## config.mk

```make
export PLATFORM = sky130hd
export DESIGN_NAME = insn_encoder
export DESIGN_NICKNAME = d
export VERILOG_FILES = /design/src/rtl/insn_encoder_pkg.sv /design/src/rtl/insn_skid_buf.sv /design/src/rtl/insn_encoder.sv
export SDC_FILE = /design/constraint.sdc
export NUM_CORES = 1
export LEC_CHECK = 0
export BUFFER_PORTS_ARGS = -buffer_cell sky130_fd_sc_hd__buf_2
export CAP_MARGIN = 20
export CORE_MARGIN = 1
export CORE_UTILIZATION = 51
export DETAILED_ROUTE_END_ITERATION = 10
export PLACE_DENSITY = 0.77
export SYNTH_ARGS = -nofsm -noshare
export SYNTH_HDL_FRONTEND = slang
export SYNTH_SLANG_ARGS = --single-unit
```

## constraint.sdc

```tcl
create_clock -name clk -period 1.9 [get_ports clk]
set_clock_uncertainty 0.15 [all_clocks]
set_input_delay 0.285 -clock clk [delete_from_list [all_inputs] [get_ports clk]]
set_output_delay 0.285 -clock clk [all_outputs]
set_load 0.05 [all_outputs]
```

## src/rtl/insn_encoder_pkg.sv

```systemverilog
// Shared instruction-field definitions for the encoder path: widths, field
// positions, opecode class patterns, skid-buffer state encoding and payload.
package insn_encoder_pkg;

    localparam int unsigned LEN_INSN     = 32;
    localparam int unsigned LEN_OPECODE  = 7;
    localparam int unsigned LEN_IMMF     = 1;
    localparam int unsigned LEN_REGNO    = 5;
    localparam int unsigned LEN_CC       = 4;
    localparam int unsigned LEN_IMM      = 16;
    localparam int unsigned LEN_IMM_EX   = 32;
    localparam int unsigned LEN_SHAMT    = 5;
    localparam int unsigned LEN_CLASS_HI = 4;

    // LSB of each field; rs/cc and imm overlap and are selected by immf
    localparam int unsigned SHIFT_OPECODE = 25;
    localparam int unsigned SHIFT_IMMF    = 24;
    localparam int unsigned SHIFT_RD      = 19;
    localparam int unsigned SHIFT_RS      = 14;
    localparam int unsigned SHIFT_CC      = 10;
    localparam int unsigned SHIFT_IMM     = 0;

    // Opecode class patterns, matched on the top four opecode bits
    localparam logic [LEN_CLASS_HI-1:0] OPC_HI_SIGNED0 = 4'b0000; // 000_0xxx
    localparam logic [LEN_CLASS_HI-1:0] OPC_HI_SHAMT   = 4'b0001; // 000_1xxx
    localparam logic [LEN_CLASS_HI-1:0] OPC_HI_SIGNED1 = 4'b0011; // 001_1xxx

    typedef enum logic [1:0] {
        CLASS_UNSIGNED = 2'd0,
        CLASS_SIGNED   = 2'd1,
        CLASS_SHAMT    = 2'd2
    } imm_class_e;

    typedef enum logic [1:0] {
        ST_EMPTY = 2'd0,
        ST_ONE   = 2'd1,
        ST_FULL  = 2'd2
    } skid_state_e;

    typedef struct packed {
        logic                err;
        logic [LEN_INSN-1:0] insn;
    } enc_word_t;

    // Immediate class of an opecode
    function automatic imm_class_e opc_class(input logic [LEN_OPECODE-1:0] opc);
        case (opc[LEN_OPECODE-1 -: LEN_CLASS_HI])
            OPC_HI_SIGNED0, OPC_HI_SIGNED1: return CLASS_SIGNED;
            OPC_HI_SHAMT:                   return CLASS_SHAMT;
            default:                        return CLASS_UNSIGNED;
        endcase
    endfunction

endpackage

```

## src/rtl/insn_skid_buf.sv

```systemverilog
// Two-entry output/skid buffer with valid/stall handshake; stall_o is a flop.
module insn_skid_buf
    import insn_encoder_pkg::*;
#(
    parameter int unsigned WIDTH = 32
) (
    input  logic             clk,
    input  logic             rst,
    input  logic             valid_i,
    output logic             stall_o,
    input  logic [WIDTH-1:0] data_i,
    output logic             valid_o,
    input  logic             stall_i,
    output logic [WIDTH-1:0] data_o
);

    skid_state_e      state_q, state_d;
    logic [WIDTH-1:0] out_q, skid_q;
    logic             valid_q, stall_q;
    logic             accept_c;
    logic             load_out_in_c, load_out_skid_c, load_skid_c;

    // Next-state and register-load decisions
    always_comb begin
        state_d         = state_q;
        load_out_in_c   = 1'b0;
        load_out_skid_c = 1'b0;
        load_skid_c     = 1'b0;
        accept_c        = valid_i & ~stall_q;
        case (state_q)
            ST_EMPTY: begin
                if (accept_c) begin
                    load_out_in_c = 1'b1;
                    state_d       = ST_ONE;
                end
            end
            ST_ONE: begin
                if (accept_c) begin
                    if (stall_i) begin
                        load_skid_c = 1'b1;
                        state_d     = ST_FULL;
                    end else begin
                        load_out_in_c = 1'b1;
                    end
                end else if (!stall_i) begin
                    state_d = ST_EMPTY;
                end
            end
            ST_FULL: begin
                if (!stall_i) begin
                    load_out_skid_c = 1'b1;
                    state_d         = ST_ONE;
                end
            end
            default: state_d = ST_EMPTY;
        endcase
    end

    // State, handshake flags and data registers
    always_ff @(posedge clk) begin
        if (rst) begin
            state_q <= ST_EMPTY;
            valid_q <= 1'b0;
            stall_q <= 1'b0;
            out_q   <= '0;
            skid_q  <= '0;
        end else begin
            state_q <= state_d;
            valid_q <= (state_d != ST_EMPTY);
            stall_q <= (state_d == ST_FULL);
            if (load_out_in_c) begin
                out_q <= data_i;
            end else if (load_out_skid_c) begin
                out_q <= skid_q;
            end
            if (load_skid_c) begin
                skid_q <= data_i;
            end
        end
    end

    assign valid_o = valid_q;
    assign stall_o = stall_q;
    assign data_o  = out_q;

endmodule

```

## src/rtl/insn_encoder.sv

```systemverilog
// Packs decoded instruction fields into an instruction word behind a skid buffer.
// Define INSN_ENCODER_RANGE_CHECK_EN to compile in the immediate range check (err_o).
module insn_encoder
    import insn_encoder_pkg::*;
(
    input  logic                   clk,
    input  logic                   rst,
    input  logic                   valid_i,
    output logic                   stall_o,
    output logic                   valid_o,
    input  logic                   stall_i,
    input  logic [LEN_OPECODE-1:0] opecode_i,
    input  logic [LEN_IMMF-1:0]    immf_i,
    input  logic [LEN_REGNO-1:0]   rd_i,
    input  logic [LEN_REGNO-1:0]   rs_i,
    input  logic [LEN_CC-1:0]      cc_i,
    input  logic [LEN_IMM_EX-1:0]  imm_ex_i,
    output logic [LEN_INSN-1:0]    insn_o,
    output logic                   err_o
);

    imm_class_e          cls_c;
    logic [LEN_IMM-1:0]  imm_field_c;
    logic [LEN_INSN-1:0] word_c;

    // Field packing; shift amounts keep only their low bits
    always_comb begin
        cls_c       = opc_class(opecode_i);
        imm_field_c = imm_ex_i[LEN_IMM-1:0];
        if (cls_c == CLASS_SHAMT) begin
            imm_field_c = LEN_IMM'(imm_ex_i[LEN_SHAMT-1:0]);
        end
        word_c = '0;
        word_c[SHIFT_OPECODE +: LEN_OPECODE] = opecode_i;
        word_c[SHIFT_IMMF +: LEN_IMMF]       = immf_i;
        word_c[SHIFT_RD +: LEN_REGNO]        = rd_i;
        if (immf_i == 1'b0) begin
            word_c[SHIFT_RS +: LEN_REGNO] = rs_i;
            word_c[SHIFT_CC +: LEN_CC]    = cc_i;
        end else begin
            word_c[SHIFT_IMM +: LEN_IMM] = imm_field_c;
        end
    end

`ifdef INSN_ENCODER_RANGE_CHECK_EN
    logic [LEN_IMM_EX-LEN_IMM:0] sign_bits_c;
    logic                        fits_c;
    enc_word_t                   pay_in_c, pay_out;

    // Representability of the extended immediate for the opecode class
    always_comb begin
        sign_bits_c = imm_ex_i[LEN_IMM_EX-1:LEN_IMM-1];
        case (cls_c)
            CLASS_SIGNED: fits_c = (&sign_bits_c) | ~(|sign_bits_c);
            CLASS_SHAMT:  fits_c = ~(|imm_ex_i[LEN_IMM_EX-1:LEN_SHAMT]);
            default:      fits_c = ~(|imm_ex_i[LEN_IMM_EX-1:LEN_IMM]);
        endcase
        pay_in_c.err  = immf_i[0] & ~fits_c;
        pay_in_c.insn = word_c;
    end

    insn_skid_buf #(
        .WIDTH ($bits(enc_word_t))
    ) u_skid (
        .clk     (clk),
        .rst     (rst),
        .valid_i (valid_i),
        .stall_o (stall_o),
        .data_i  (pay_in_c),
        .valid_o (valid_o),
        .stall_i (stall_i),
        .data_o  (pay_out)
    );

    assign insn_o = pay_out.insn;
    assign err_o  = pay_out.err;
`else
    logic unused_imm_hi;

    insn_skid_buf #(
        .WIDTH (LEN_INSN)
    ) u_skid (
        .clk     (clk),
        .rst     (rst),
        .valid_i (valid_i),
        .stall_o (stall_o),
        .data_i  (word_c),
        .valid_o (valid_o),
        .stall_i (stall_i),
        .data_o  (insn_o)
    );

    // Upper immediate bits only matter to the range check
    assign unused_imm_hi = ^imm_ex_i[LEN_IMM_EX-1:LEN_IMM];
    assign err_o         = 1'b0;
`endif

endmodule

```

==> metrics.txt <==
period utilization=between 90 and 100%; drt drc=0; detailed-route via count=2847; combinational family with the most area after synthesis=compound AO/OA/AOI/OAI gates; R2R Path Start=u_skid.state_q[1]; number of synthesized flops with an enable pin=0; vias per cell=about 5.6; Slew Limit Fails=0; endpoints failing setup=0; row cnt=27; Sink Count=68; Critical Path Fanout Max=22; LEAKAGE=1.40 nW; Die Ht=between 70 and 80 um; antenna-violating nets left=0; post-DP HPWL=4.86 mm; cts bufs inserted=9; pwr dens=between 800 and 900 nW/um2; syn_nets=between 400 and 500; status=complete, no violations; number of port buffers=between 70 and 80; fraction of layout cells with a size suffix above 1=between 20 and 30%; Max-cap violations=0; setup total negative slack=0 ns; Die ar.=6090 um2; crit path launch=u_skid.state_q[1]; worst skew pair latency=around 0.34 ns; Final min period=1.76 ns; final hold vios=0; fmax=around 570 MHz; cell area after layout=about 3600 um2; Max Buffers Root-to-Sink=2; n_diodes=0; Root Driver=clkbuf_8; drt total wl=about 7.3 mm; Chip Width=about 78 um; # fillers=~500; number of global-route vias before repair=around 2700; Initial Util=53.2%; Tightest Hold Check Type=in2reg; Synth Cell Area=~3000 um2; P&R area growth vs syn=21.6%; Netlist cell types=32; post-synthesis compound-gate area fraction=a little over a quarter; Peak VDD IR=0.504 mV; drt pass-1 iters=4; gr usage total=~25%; Reg clk slew, reported paths=0.07 ns; primary flip-flop cell chosen by synthesis mapping=dfxtp_1; Final nets=approximately 490; post-synthesis cell type with the largest combined area=dfxtp_1; Iteration-0 DRC Markers=148; share of async-settable or async-resettable flops after synthesis=0%; Post-Synthesis Cells=365; multiplexer share of the synthesized area=less than 1%; multi-input combinational cell area=1400 um2; Synth top area share=between 40% and 50%; CP endpoint kind=flip-flop; hold-fix buffers at CTS=0; WHS=~0.043 ns; crit path launch type=flip-flop; Synth Register Bits=between 60 and 70; Area contributors post-synth=dfxtp_1 (46%), nand2_1 (11%), a21oi_1 (8.5%), a311oi_1 (4.8%), o21ai_0 (2.7%); post-cts resize count=0; simple-gate share of the synthesized area=a little over a fifth; Syn. warnings=0; unrepaired setup endpoints after global routing=no; register area share after synthesis=46.2%; Storage cell area=about 1400 um2; largest net degree at the start of global routing=69; Ports=93; Post-Synth Adder-Cell Area=0%; initial antenna violation count=0; Cell Area, Placed=approximately 3400 um2; Setup Buffers After CTS=0; CP required=around 2.0 ns; grt ovf=0; CORE AREA=approximately 5500 um2; XOR/XNOR Fraction of Synth Area=0%; Crit Path Class=reg2reg; crit path DAT=~1.9 ns; GP Congestion=slightly below 0.9; global-route wire length before repair=12.0 mm; Min-Delay Startpoint=rd_i[2]; TritonCTS clock tree=done; routed len/inst=approximately 14 um; average size of a mapped cell=approximately 8 um2; H-tree levels=3
path summary, 6_finish.rpt:
path | to | depth (start not counted) | slack, ns
max | u_skid.data_o[12] | 5 | 0.14
min | u_skid.skid_q[21] | 3 | 0.04
max reg2reg | u_skid.data_o[12] | 5 | 0.14
min reg2reg | u_skid.data_o[0] | 2 | 0.30
critical path, cell delays in order (launching register included):
cell      delay (ns)
dfxtp_1         0.36
or3b_4          0.52
a21oi_4         0.17
buf_12          0.17
nand2_1         0.08
a211oi_2        0.21
metrics by stage:
| stage | util, % | power (W) | instances | setup slack (ns) |
|---|---|---|---|---|
| after floorplan | - | 0.00203 | 365 | 0.157 |
| after global placement | 61.7 | 0.00220 | 496 | 0.174 |
| after detailed placement | 61.7 | 0.00222 | 496 | 0.149 |
| after CTS | 64.7 | 0.00322 | 512 | 0.160 |
| after global routing | 64.7 | 0.00334 | 512 | 0.0195 |
| final | 64.7 | 0.00320 | 512 | 0.144 |
synth_stat cells, types with 2 or more instances:
library cell,number
inv_1,6
a211oi_1,2
dfxtp_1,68
nor3_1,5
o22ai_1,10
nor2_1,18
buf_2,12
a32oi_1,7
nand3_1,11
a22oi_1,3
nand2_1,90
a21oi_1,50
o21ai_0,16
nor2b_1,6
o21a_1,5
clkbuf_1,18
a211oi_2,6
buf_6,2
a311oi_1,16
buf_4,2
state kept, by name, indices dropped and copies added, names as in the netlist:
name,cells
u_skid.state_q,2
u_skid.skid_q,32
u_skid.data_o,32
u_skid.stall_o,1
u_skid.valid_o,1
power breakdown:
group	internal (W)	total (W)	switching, W
Sequential	0.00150	0.00154	0.0000379
Combinational	0.000200	0.000649	0.000448
Clock	0.000507	0.00102	0.000509
area by class of cell:
type	count	area share (%)
well taps	72	2.51
inverters	6	0.628
clock buffers	14	4.26
multi-input cells	257	39.0
clock inverters	2	0.279
repair buffers	93	15.3
flip-flops and latches	68	38.0
cell usage in the layout (no fill, tap or decap), types with 11 or more instances in the layout:
cell | netlist | layout
a21oi_1 | 50 | 50
o21ai_0 | 16 | 16
a311oi_1 | 16 | 16
buf_2 | 12 | 75
nand2_1 | 90 | 90
buf_4 | 2 | 15
nand3_1 | 11 | 11
nor2_1 | 18 | 18
dfxtp_1 | 68 | 68
per-layer routing:
metal	share of wire, %	wire length (um)	GRT usage, %	vias to the layer above
met5	0	0	0	-
met3	4.9	356	5.47	18
met2	48	3450	40.4	79
li1	-	-	-	1412
met1	44	3210	31.2	1338
met4	3.2	229	15.2	0
logic make-up (layout without fill, tap and decap cells):
group	Yosys count	after routing
buf+inv	40	115
simple gates	138	138
mux	1	1
flops	68	68
other cells	1	1
compound gates	117	117
No activity file was read; power rests on OpenSTA's default activity.
